`config.mk`:
```
export PLATFORM = sky130hd
export DESIGN_NAME = pwm_multi_channel
export DESIGN_NICKNAME = d
export VERILOG_FILES = /design/src/rtl/pwm_multi_channel.sv
export SDC_FILE = /design/constraint.sdc
export NUM_CORES = 1
export LEC_CHECK = 0
export ABC_AREA = 1
export BUFFER_PORTS_ARGS = -buffer_cell sky130_fd_sc_hd__buf_2
export CAP_MARGIN = 20
export CELL_PAD_IN_SITES_DETAIL_PLACEMENT = 0
export CELL_PAD_IN_SITES_GLOBAL_PLACEMENT = 2
export CORE_MARGIN = 4
export CORE_UTILIZATION = 37
export DETAILED_ROUTE_END_ITERATION = 12
export PLACE_DENSITY = 0.85
export SKIP_CTS_REPAIR_TIMING = 1
export SYNTH_ARGS = -nofsm -noshare
export SYNTH_HDL_FRONTEND = slang
export SYNTH_SLANG_ARGS = --single-unit
```
`constraint.sdc`:
```
create_clock -name clk -period 4.8 [get_ports clk]
set_clock_uncertainty 0.15 [all_clocks]
set_input_delay 0.24 -clock clk [delete_from_list [all_inputs] [get_ports clk]]
set_output_delay 0.24 -clock clk [all_outputs]
set_load 0.01 [all_outputs]
```
`src/rtl/pwm_multi_channel.sv`:
```
// Multi-channel PWM with debounced per-channel inc/dec duty buttons and shadow/active duty.
// Define PWM_CENTER_ALIGNED_EN to compile in the center-aligned up/down counter and mode register.
module pwm_multi_channel #(
    parameter int CH       = 4,
    parameter int PERIOD   = 10,
    parameter int CNT_W    = 8,
    parameter int DEB_DIV  = 2,
    parameter int DUTY_RST = 5
) (
    input  logic                clk,
    input  logic                rst,
    input  logic [CH-1:0]       inc,
    input  logic [CH-1:0]       dec,
    input  logic                center,
    output logic [CH-1:0]       pwm_out,
    output logic [CH*CNT_W-1:0] duty,
    output logic                period_start
);

    localparam int               DW       = (DEB_DIV > 1) ? $clog2(DEB_DIV) : 1;
    localparam logic [DW-1:0]    DEB_LAST = DW'(DEB_DIV - 1);
    localparam logic [CNT_W-1:0] P_LAST   = CNT_W'(PERIOD - 1);
    localparam logic [CNT_W-1:0] P_FULL   = CNT_W'(PERIOD);
    localparam logic [CNT_W-1:0] D_RST    = CNT_W'(DUTY_RST);
    localparam logic [CNT_W-1:0] C_ONE    = CNT_W'(1);

    logic [DW-1:0]    deb_cnt_reg;
    logic             tick;
    logic [CNT_W-1:0] cnt_reg, cnt_next;
    logic             wrap;

    assign tick = (deb_cnt_reg == DEB_LAST);

    always_ff @(posedge clk) begin
        if (rst || tick) begin
            deb_cnt_reg <= '0;
        end else begin
            deb_cnt_reg <= deb_cnt_reg + 1'b1;
        end
    end

`ifdef PWM_CENTER_ALIGNED_EN
    logic down_reg, down_next;
    logic center_mode_reg;

    // Down leg runs PERIOD-2..1; with PERIOD==2 the down leg is empty.
    always_comb begin
        cnt_next  = cnt_reg + 1'b1;
        down_next = down_reg;
        wrap      = 1'b0;
        if (down_reg) begin
            if (cnt_reg <= C_ONE) begin
                cnt_next  = '0;
                down_next = 1'b0;
                wrap      = 1'b1;
            end else begin
                cnt_next = cnt_reg - 1'b1;
            end
        end else if (cnt_reg == P_LAST) begin
            if (center_mode_reg && (PERIOD > 2)) begin
                cnt_next  = P_LAST - 1'b1;
                down_next = 1'b1;
            end else begin
                cnt_next = '0;
                wrap     = 1'b1;
            end
        end
    end

    always_ff @(posedge clk) begin
        if (rst) begin
            cnt_reg         <= '0;
            down_reg        <= 1'b0;
            center_mode_reg <= 1'b0;
        end else begin
            cnt_reg  <= cnt_next;
            down_reg <= down_next;
            if (wrap) begin
                center_mode_reg <= center;
            end
        end
    end

    assign period_start = (cnt_reg == '0) && !down_reg;
`else
    logic unused_center;
    assign unused_center = center;

    always_comb begin
        cnt_next = cnt_reg + 1'b1;
        wrap     = 1'b0;
        if (cnt_reg == P_LAST) begin
            cnt_next = '0;
            wrap     = 1'b1;
        end
    end

    always_ff @(posedge clk) begin
        if (rst) begin
            cnt_reg <= '0;
        end else begin
            cnt_reg <= cnt_next;
        end
    end

    assign period_start = (cnt_reg == '0);
`endif

    genvar gi;
    generate
        for (gi = 0; gi < CH; gi++) begin : g_ch
            // Bit 0 is s1, bit 1 is s2; both advance only on tick.
            logic [1:0]       inc_s_reg, dec_s_reg;
            logic             inc_p, dec_p;
            logic [CNT_W-1:0] shadow_reg, active_reg;
            logic             pwm_reg;

            always_ff @(posedge clk) begin
                if (rst) begin
                    inc_s_reg <= '0;
                    dec_s_reg <= '0;
                end else if (tick) begin
                    inc_s_reg <= {inc_s_reg[0], inc[gi]};
                    dec_s_reg <= {dec_s_reg[0], dec[gi]};
                end
            end

            assign inc_p = inc_s_reg[0] & ~inc_s_reg[1] & tick;
            assign dec_p = dec_s_reg[0] & ~dec_s_reg[1] & tick;

            always_ff @(posedge clk) begin
                if (rst) begin
                    shadow_reg <= D_RST;
                end else if (inc_p && !dec_p && (shadow_reg != P_FULL)) begin
                    shadow_reg <= shadow_reg + 1'b1;
                end else if (dec_p && !inc_p && (shadow_reg != '0)) begin
                    shadow_reg <= shadow_reg - 1'b1;
                end
            end

            // Active duty only changes at the boundary, so no runt pulses.
            always_ff @(posedge clk) begin
                if (rst) begin
                    active_reg <= D_RST;
                    pwm_reg    <= 1'b0;
                end else begin
                    if (wrap) begin
                        active_reg <= shadow_reg;
                    end
                    pwm_reg <= (cnt_reg < active_reg);
                end
            end

            assign pwm_out[gi]                = pwm_reg;
            assign duty[gi*CNT_W +: CNT_W]    = shadow_reg;
        end
    endgenerate

endmodule

```
==> flow_metrics.py, run 1 <==
metrics = {
    "pwr": {
        "power_density_nw_per_um2": 325,
        "ir_drop_v": 0.000183,
        "total_power_uw": 2020,
        "p_leak_uw": 0.00310,
    },
    "routing": {
        "antenna_left": 0,
        "viasPerCell": 4.75,
        "wl_per_cell_um": 12.1,
        "finalWirelength_um": 12400,
        "first_pass_iters": 4,
        "drc": 0,
        "drtIter0Drc": 276,
        "vias": 4862,
    },
    "min_path": {
        "holdPathStages": 3,
        "hp-class": "primary input to flip-flop",
        "min_from": "dec[1]",
        "hold_path_end": "g_ch[1].dec_s_reg[0]",
    },
    "logic_synthesis": {
        "synth_cell_type_count": 31,
        "synth_edf_count": 0,
        "synth_top_family_by_area": "simple AND/OR/NAND/NOR gates",
        "synth_top_area_share": 0.335,
        "synth_simple_gate_area_frac": 0.242,
        "syn_inst": 796,
        "ys_warn_count": 0,
        "synth_compound_gate_area_share": 0.151,
        "syn-cell-area_um2": 5550,
        "muxShareOfSynthArea": 0,
        "postSynthAreaPerCell_um2": 6.98,
        "synth_top_area_cell": "dfxtp_1",
        "ys_ff_latch": 93,
        "synth_adder_area_share": 0.138,
        "synthFlopType": "dfxtp_1",
        "synth.net_count": 866,
        "async_flop_share": 0,
        "synthXorXnorAreaFrac": 0.0158,
        "seq_area_frac_synth": 0.335,
        "synth_area_leaders": "dfxtp_1, ha_1, nand2_1",
    },
    "placement": {
        "io_buffers": 46,
        "dp_hpwl_um": 8950,
        "gp_congestion": 0.829,
    },
    "clocking": {
        "cts_tree": "built",
        "clock_latency_ps": 340,
        "root_buffer": "clkbuf_16",
        "clkSinkCount": 93,
        "htree_levels": 3,
        "cts_buffer_depth": 2,
        "numCtsBuffers": 9,
        "clkTransAtPathRegs_ps": 60,
    },
    "floorplanning": {
        "core.rowCount": 44,
        "die_y_um": 131,
        "dieArea_um2": 17000,
        "dieWidth_um": 131,
        "io_pins": 48,
        "core_um2": 14600,
        "initial_core_util": 0.379,
    },
    "critical_path": {
        "rr_worst_depth": 12,
        "crit_family": "simple AND/OR/NAND/NOR gates",
        "path_cells": "buf_4 > nand3_1 > nor2_1 > nand2_1 > ha_1 > or2_2 > nand2_1 > o21bai_1 > nand2_1 > nand2_1 > nor2_1 > nor2_1",
        "path_common_cell": "nand2_1",
        "r2r-start": "deb_cnt_reg",
        "critPathBufInv": 1,
        "reg2reg_to": "g_ch[2].shadow_reg[5]",
        "critical_path_class": "flip-flop to flip-flop",
        "r2r_setup_slack_ps": 2110,
        "cp-end-kind": "flip-flop",
        "cp.depth": 12,
        "critPathMaxStageDelay_ps": 440,
        "crit_arrival_ps": 2780,
        "cp.required_ps": 4890,
        "worstPathMaxFanout": 26,
        "start_kind": "flip-flop",
        "cp_slowest_cell": "ha_1",
    },
    "timing": {
        "tns_ps": 0,
        "finalCriticalPeriod_ps": 2690,
        "rsz0062_at_grt": "false",
        "final_hold_viol_count": 3,
        "fin_crit_sh": 0.560,
        "slew_headroom": 0.497,
        "final_max_slew_viol_count": 0,
        "whs_ps": -24.8,
        "fmax_mhz": 372,
        "setup_violations": 0,
        "worst_pin_slew_ps": 750,
    },
    "global_route": {
        "grt_max_degree": 64,
        "antenna_found_initial": 0,
        "overflow": 0,
        "first_global_vias": 4434,
        "grt_usage": 0.153,
        "grt_first_pass_wirelength_um": 21100,
    },
    "finish": {
        "antenna_cells": 0,
        "drive_above_1_share": 0.0918,
        "area_delta_synth_final_pct": 11.9,
        "final_nets": 905,
    },
    "status": {
        "status": "finished, violations left",
        "violations": "negative hold slack",
    },
    "job": {
        "max_cap_viol_count": 0,
    },
}
-- Yosys cell counts, drive strengths merged, types with 4 or more instances --
cell type,count
a211oi,4
buf,17
nand3,48
nor2,100
fa,4
o21ai,80
or2,7
inv,131
xnor2,5
nand4,10
dfxtp,93
clkbuf,9
ha,55
nand2,148
xor2,5
a21oi,67
o211ai,5
-- worst reg2reg max path, cell delays in order (launching register included) --
cell and delay (ps):
dfxtp_1 300, buf_4 260, nand3_1 140, nor2_1 220, nand2_1 300, ha_1 440
or2_2 320, nand2_1 110, o21bai_1 100, nand2_1 70, nand2_1 40, nor2_1 90
nor2_1 40
-- cell type report --
type | count | area [µm²]
Inverter | 131 | 492
Multi-Input combinational cell | 546 | 3040
Clock inverter | 2 | 35.0
Tap cell | 184 | 230
Timing Repair Buffer | 54 | 315
Fill cell | 1545 | 8430
Sequential cell | 93 | 1860
Clock buffer | 13 | 240
-- worst max-delay path by stage --
stage          slack (ps)               endpoint                   from
6_report             2110  g_ch[2].shadow_reg[5]            deb_cnt_reg
5_1_grt              1840  g_ch[2].shadow_reg[6]            deb_cnt_reg
4_1_cts              2060  g_ch[2].shadow_reg[5]            deb_cnt_reg
3_5_place_dp         2080  g_ch[2].shadow_reg[5]            deb_cnt_reg
3_3_place_gp         2100  g_ch[2].shadow_reg[5]            deb_cnt_reg
2_1_floorplan        2620  g_ch[2].shadow_reg[7]  g_ch[2].shadow_reg[0]
-- power by group --
part | leakage (µW) | switching, µW | internal, µW | total (µW)
Sequential | 0.000759 | 49.1 | 816 | 866
Clock | 0.000134 | 295 | 401 | 696
Combinational | 0.00220 | 279 | 181 | 460
Total | 0.00310 | 623 | 1400 | 2020
-- logic make-up after synthesis --
group,count (synthesis)
compound gates,160
xor+xnor,10
fa+ha+maj,59
buf+inv,157
flops,93
simple gates,317
-- routing by layer --
layer | share of wire | vias to the layer above | GRT usage
met4 | 0.013 | 0 | 0.0454
met3 | 0.036 | 14 | 0.0313
met5 | 0 | - | 0
met1 | 0.51 | 2151 | 0.213
li1 | - | 2640 | -
met2 | 0.44 | 57 | 0.241
-- layout by cell type, fill, tap and decap left out, drive strengths merged --
cell,n
a211oi,4
dlygate4sd3,5
buf,49
nand2,148
nand3b,1
bufinv,1
clkbuf,13
o21a,1
nand4,10
dfxtp,93
fa,4
a21oi,67
nor2,100
xor2,5
clkinv,2
o21bai,3
nor3,2
o211ai,5
nor4,1
xnor2,5
ha,55
inv,130
nand3,48
or2,7
o21ai,80
-- per-stage QoR --
| step | instance area (µm²) | cells | util | setup WS (ps) | hold WS [ps] |
|---|---|---|---|---|---|
| after floorplan | 5550 | 796 | - | 2620 | 225 |
| after global placement | 5870 | 1002 | 0.401 | 2100 | 310 |
| after detailed placement | 5870 | 1002 | 0.401 | 2080 | 314 |
| after CTS | 6140 | 1017 | 0.419 | 2060 | -42.9 |
| after global routing | 6210 | 1023 | 0.424 | 1840 | 3.43 |
| final | 6210 | 1023 | 0.424 | 2110 | -24.8 |
Power figures use the tool's default switching activity.
==> run 2: changes to the inputs <==
--- a/config.mk
+++ b/config.mk
@@ -11,9 +11,9 @@
 export CELL_PAD_IN_SITES_DETAIL_PLACEMENT = 0
 export CELL_PAD_IN_SITES_GLOBAL_PLACEMENT = 2
 export CORE_MARGIN = 4
-export CORE_UTILIZATION = 37
+export CORE_UTILIZATION = 34
 export DETAILED_ROUTE_END_ITERATION = 12
-export PLACE_DENSITY = 0.85
+export PLACE_DENSITY = 0.79
 export SKIP_CTS_REPAIR_TIMING = 1
 export SYNTH_ARGS = -nofsm -noshare
 export SYNTH_HDL_FRONTEND = slang
==> constraint.sdc (replaced) <==
create_clock -name clk -period 2.6 [get_ports clk]
set_clock_uncertainty 0.15 [all_clocks]
set_input_delay 0.13 -clock clk [delete_from_list [all_inputs] [get_ports clk]]
set_output_delay 0.13 -clock clk [all_outputs]
set_load 0.01 [all_outputs]
==> run 2 against run 1 <==
  * The flow now finishes without violations
  * Sequential power rose by 85%
  * Sequential cell count did not move
  * Die area rose by 8.3%
  * Register-to-register slack got worse by 1900 ps
  * Largest cell class unchanged
  * Largest power group unchanged
  * Highest routed layer unchanged
==> flow_metrics.py, run 2 (synthesized netlist as in run 1, its figures left out) <==
metrics = {
    "routing": {
        "wl_per_cell_um": 12.1,
        "first_pass_iters": 5,
        "viasPerCell": 4.61,
        "vias": 4942,
        "antenna_left": 0,
        "finalWirelength_um": 12900,
        "drtIter0Drc": 263,
        "drc": 0,
    },
    "critical_path": {
        "rr_worst_depth": 15,
        "worstPathMaxFanout": 7,
        "crit_arrival_ps": 2450,
        "cp.required_ps": 2700,
        "r2r-start": "g_ch[0].shadow_reg[7]",
        "start_kind": "flip-flop",
        "cp-end-kind": "flip-flop",
        "reg2reg_to": "g_ch[0].shadow_reg[7]",
        "critical_path_class": "flip-flop to flip-flop",
        "r2r_setup_slack_ps": 250,
        "crit_start": "g_ch[0].shadow_reg[7]",
    },
    "timing": {
        "final_max_slew_viol_count": 0,
        "finalCriticalPeriod_ps": 2350,
        "worst_pin_slew_ps": 433,
        "rsz0062_at_grt": "false",
        "fin_crit_sh": 0.904,
        "whs_ps": 95.5,
        "slew_headroom": 0.711,
        "final_hold_viol_count": 0,
        "setup_violations": 0,
        "fmax_mhz": 426,
        "tns_ps": 0,
    },
    "floorplanning": {
        "initial_core_util": 0.348,
        "io_pins": 48,
        "die_y_um": 136,
        "dieWidth_um": 136,
        "core.rowCount": 46,
        "core_um2": 15900,
        "dieArea_um2": 18400,
    },
    "global_route": {
        "first_global_vias": 4688,
        "grt_max_degree": 44,
        "antenna_found_initial": 0,
        "overflow": 0,
        "grt_first_pass_wirelength_um": 21900,
        "grt_usage": 0.147,
    },
    "clocking": {
        "numCtsBuffers": 9,
        "clkSinkCount": 93,
        "cts_tree": "built",
        "htree_levels": 3,
        "cts_buffer_depth": 2,
        "clock_latency_ps": 350,
        "clkTransAtPathRegs_ps": 70,
        "root_buffer": "clkbuf_16",
    },
    "finish": {
        "fin_cells": 1073,
        "drive_above_1_share": 0.116,
        "nFillCells": 1682,
        "final_nets": 922,
        "layout_commonest_cell": "nand2_1",
        "final_util": 0.403,
        "antenna_cells": 0,
        "area_delta_synth_final_pct": 15.8,
        "final_cell_mix": "nand2_1, inv_1, nor2_1, dfxtp_1, o21ai_0",
    },
    "min_path": {
        "holdPathStages": 3,
        "min_from": "rst",
        "hold_path_end": "g_ch[2].pwm_reg",
        "hp-class": "primary input to flip-flop",
    },
    "status": {
        "status": "completed",
    },
    "placement": {
        "io_buffers": 46,
        "dp_hpwl_um": 9520,
        "placed_cells": 1049,
        "gp_congestion": 0.788,
    },
    "pwr": {
        "power_density_nw_per_um2": 610,
        "ir_drop_v": 0.000415,
        "p_leak_uw": 0.00320,
    },
    "job": {
        "max_cap_viol_count": 0,
    },
}
## run 2: how the worst max path moves through the flow
stage,end,slack (ps),cells past startpoint
after CTS,g_ch[2].shadow_reg[7],40,13
after floorplan,g_ch[2].shadow_reg[7],420,13
after global routing,g_ch[3].shadow_reg[7],5,14
after global placement,g_ch[2].shadow_reg[7],70,13
after detailed placement,g_ch[2].shadow_reg[7],60,13
final,g_ch[0].shadow_reg[7],250,15
## run 2: critical path, cell delays in order, from the launching register on
cell     delay (ps)
dfxtp_1         330
inv_1           110
nand2_1          60
nor2_1          170
nand2_1          70
nand2_1         240
buf_4           180
ha_1            270
nand2_1         110
inv_1            40
a21oi_1         190
nand2_1          70
nand2_1          80
nand3_1          70
nand2_1          60
nor2_1           40
## run 2: power by group
part	total, µW	switching, µW	internal (µW)	leakage, µW
Sequential	1600	88.2	1510	0.000759
Clock	1450	579	867	0.000158
Combinational	884	530	354	0.00228
## run 2: per-stage QoR
stage / area, µm² / power (µW) / setup slack (ps)
2_1_floorplan: 5550 / 2270 / 416
3_3_place_gp: 6020 / 2500 / 66.2
3_5_place_dp: 6020 / 2510 / 57.9
4_1_cts: 6340 / 3980 / 40.5
5_1_grt: 6430 / 4210 / 4.76
6_report: 6430 / 3930 / 250
## run 2: cell type report
class | instances | area [µm²] | area share
clock inverter | 6 | 86.3 | 0.0134
clock buffer | 10 | 239 | 0.0372
tap | 216 | 270 | 0.0420
timing repair buffer | 71 | 438 | 0.0681
multi-input combinational | 546 | 3040 | 0.473
sequential | 93 | 1860 | 0.290
inverter | 131 | 492 | 0.0765
## run 2: routing by layer
layer | part of all wire | track usage
met3 | 0.038 | 0.0416
met4 | 0.014 | 0.0375
met5 | 0 | 0
met2 | 0.46 | 0.239
met1 | 0.49 | 0.192
==> run 3: changes to the inputs <==
==> constraint.sdc (replaced) <==
create_clock -name clk -period 2.6 [get_ports clk]
set_clock_uncertainty 0.15 [all_clocks]
set_input_delay 0.52 -clock clk [delete_from_list [all_inputs] [get_ports clk]]
set_output_delay 0.52 -clock clk [all_outputs]
set_load 0.01 [all_outputs]
==> run 3 against run 2 <==
  * Register-to-register slack worse by 60 ps
  * Sequential share of layout area up 0.47 points
  * Design area decreased by 1.6%
  * Cell count down 0.93%
  * Critical path type unchanged
  * Largest cell class unchanged
==> flow_metrics.py, run 3 (synthesized netlist as in run 1, its figures left out) <==
metrics = {
    "routing": {
        "drtIter0Drc": 228,
        "first_pass_iters": 5,
        "vias": 4914,
        "antenna_left": 0,
        "finalWirelength_um": 13000,
        "viasPerCell": 4.62,
        "drc": 0,
        "wl_per_cell_um": 12.2,
    },
    "finish": {
        "layout_commonest_cell": "nand2_1",
        "antenna_cells": 0,
        "final_cell_mix": "nand2_1, inv_1, nor2_1, dfxtp_1, o21ai_0",
        "drive_above_1_share": 0.117,
        "final_nets": 913,
        "area_delta_synth_final_pct": 14.0,
    },
    "global_route": {
        "first_global_vias": 4676,
        "top_usage_layer": "met2",
        "antenna_found_initial": 0,
        "grt_max_degree": 31,
        "met1_usage": 0.204,
        "grt_usage": 0.148,
        "overflow": 0,
        "use_met2": 0.232,
        "use_met3": 0.0271,
        "grt_first_pass_wirelength_um": 22100,
    },
    "clocking": {
        "cts_tree": "built",
        "htree_levels": 3,
        "root_buffer": "clkbuf_16",
        "numCtsBuffers": 9,
        "clkSinkCount": 93,
        "clkTransAtPathRegs_ps": 60,
        "clock_latency_ps": 350,
        "cts_buffer_depth": 2,
    },
    "job": {
        "max_cap_viol_count": 0,
    },
    "floorplanning": {
        "core.rowCount": 46,
        "io_pins": 48,
        "dieWidth_um": 136,
        "dieArea_um2": 18400,
        "die_y_um": 136,
        "core_um2": 15900,
        "initial_core_util": 0.348,
    },
    "critical_path": {
        "crit_arrival_ps": 2500,
        "critPathMaxStageDelay_ps": 400,
        "cp-end-kind": "flip-flop",
        "crit_family": "simple AND/OR/NAND/NOR gates",
        "cp_slowest_cell": "dfxtp_2",
        "start_kind": "flip-flop",
        "critPathBufInv": 3,
        "worstPathMaxFanout": 11,
        "critical_path_class": "flip-flop to flip-flop",
        "path_common_cell": "nand2_1",
        "path_cells": "buf_4 > nand3_1 > inv_1 > nor2_4 > nand2_2 > ha_1 > nand2_1 > inv_1 > o21ai_0 > nand3_1 > nand2_1 > nand2_1 > nor2_1 > nor2_1",
        "cp.required_ps": 2690,
    },
    "timing": {
        "final_hold_viol_count": 0,
        "tns_ps": 0,
        "finalCriticalPeriod_ps": 2410,
        "whs_ps": 244,
        "fmax_mhz": 414,
        "final_max_slew_viol_count": 0,
        "rsz0062_at_grt": "false",
        "worst_pin_slew_ps": 410,
        "setup_violations": 0,
        "fin_crit_sh": 0.928,
        "slew_headroom": 0.726,
    },
    "pwr": {
        "p_leak_uw": 0.00314,
        "power_density_nw_per_um2": 607,
        "ir_drop_v": 0.000323,
    },
    "status": {
        "status": "completed",
    },
    "placement": {
        "io_buffers": 46,
        "gp_congestion": 0.801,
        "dp_hpwl_um": 9650,
    },
    "min_path": {
        "hp-class": "primary input to flip-flop",
    },
}
-- run 3: worst min-delay path, cell delays in order --
cell and delay [ps]:
buf_2 70, nor2_1 30, nor2_1 80
-- run 3: area by class of cell --
class / instances / area (µm²)
Inverter: 131 / 492
Timing Repair Buffer: 62 / 350
Multi-Input combinational cell: 546 / 3050
Clock inverter: 3 / 45.0
Tap cell: 216 / 270
Sequential cell: 93 / 1860
Clock buffer: 12 / 256
Fill cell: 1741 / 9610
-- run 3: worst paths after layout --
check / startpoint / endpoint / slack [ps] / depth (start not counted)
hold / removal: inc[3] / g_ch[3].inc_s_reg[0] / 240 / 3
hold reg to reg: g_ch[1].inc_s_reg[1] / g_ch[1].inc_s_reg[1] / 320 / 2
setup / recovery: deb_cnt_reg / g_ch[3].shadow_reg[6] / 190 / 14
setup reg to reg: deb_cnt_reg / g_ch[3].shadow_reg[6] / 190 / 14
-- run 3: through the flow --
| stage | utilization | area (µm²) | power, µW | setup slack, ps | instances |
|---|---|---|---|---|---|
| finish | 0.397 | 6330 | 3840 | 186 | 1063 |
| global route | 0.397 | 6330 | 4090 | 17.7 | 1063 |
| CTS | 0.396 | 6310 | 3890 | 66.6 | 1063 |
| detailed placement | 0.377 | 6010 | 2510 | 75.6 | 1048 |
| floorplan | - | 5550 | 2270 | 416 | 796 |
| global placement | 0.377 | 6010 | 2500 | 41.6 | 1048 |
-- run 3: layer usage --
metal  wire length, µm  vias up  share of wire
li1                  -     2648              -
met3               453       12          0.035
met2              5800       64           0.45
met1              6540     2190           0.50
met4               212        0          0.016
met5                 0        -              0
-- run 3: where the power goes --
group	leakage, µW	switching (µW)	internal, µW
clock network	0.000141	575	794
logic	0.00225	529	346
registers	0.000759	88.0	1510
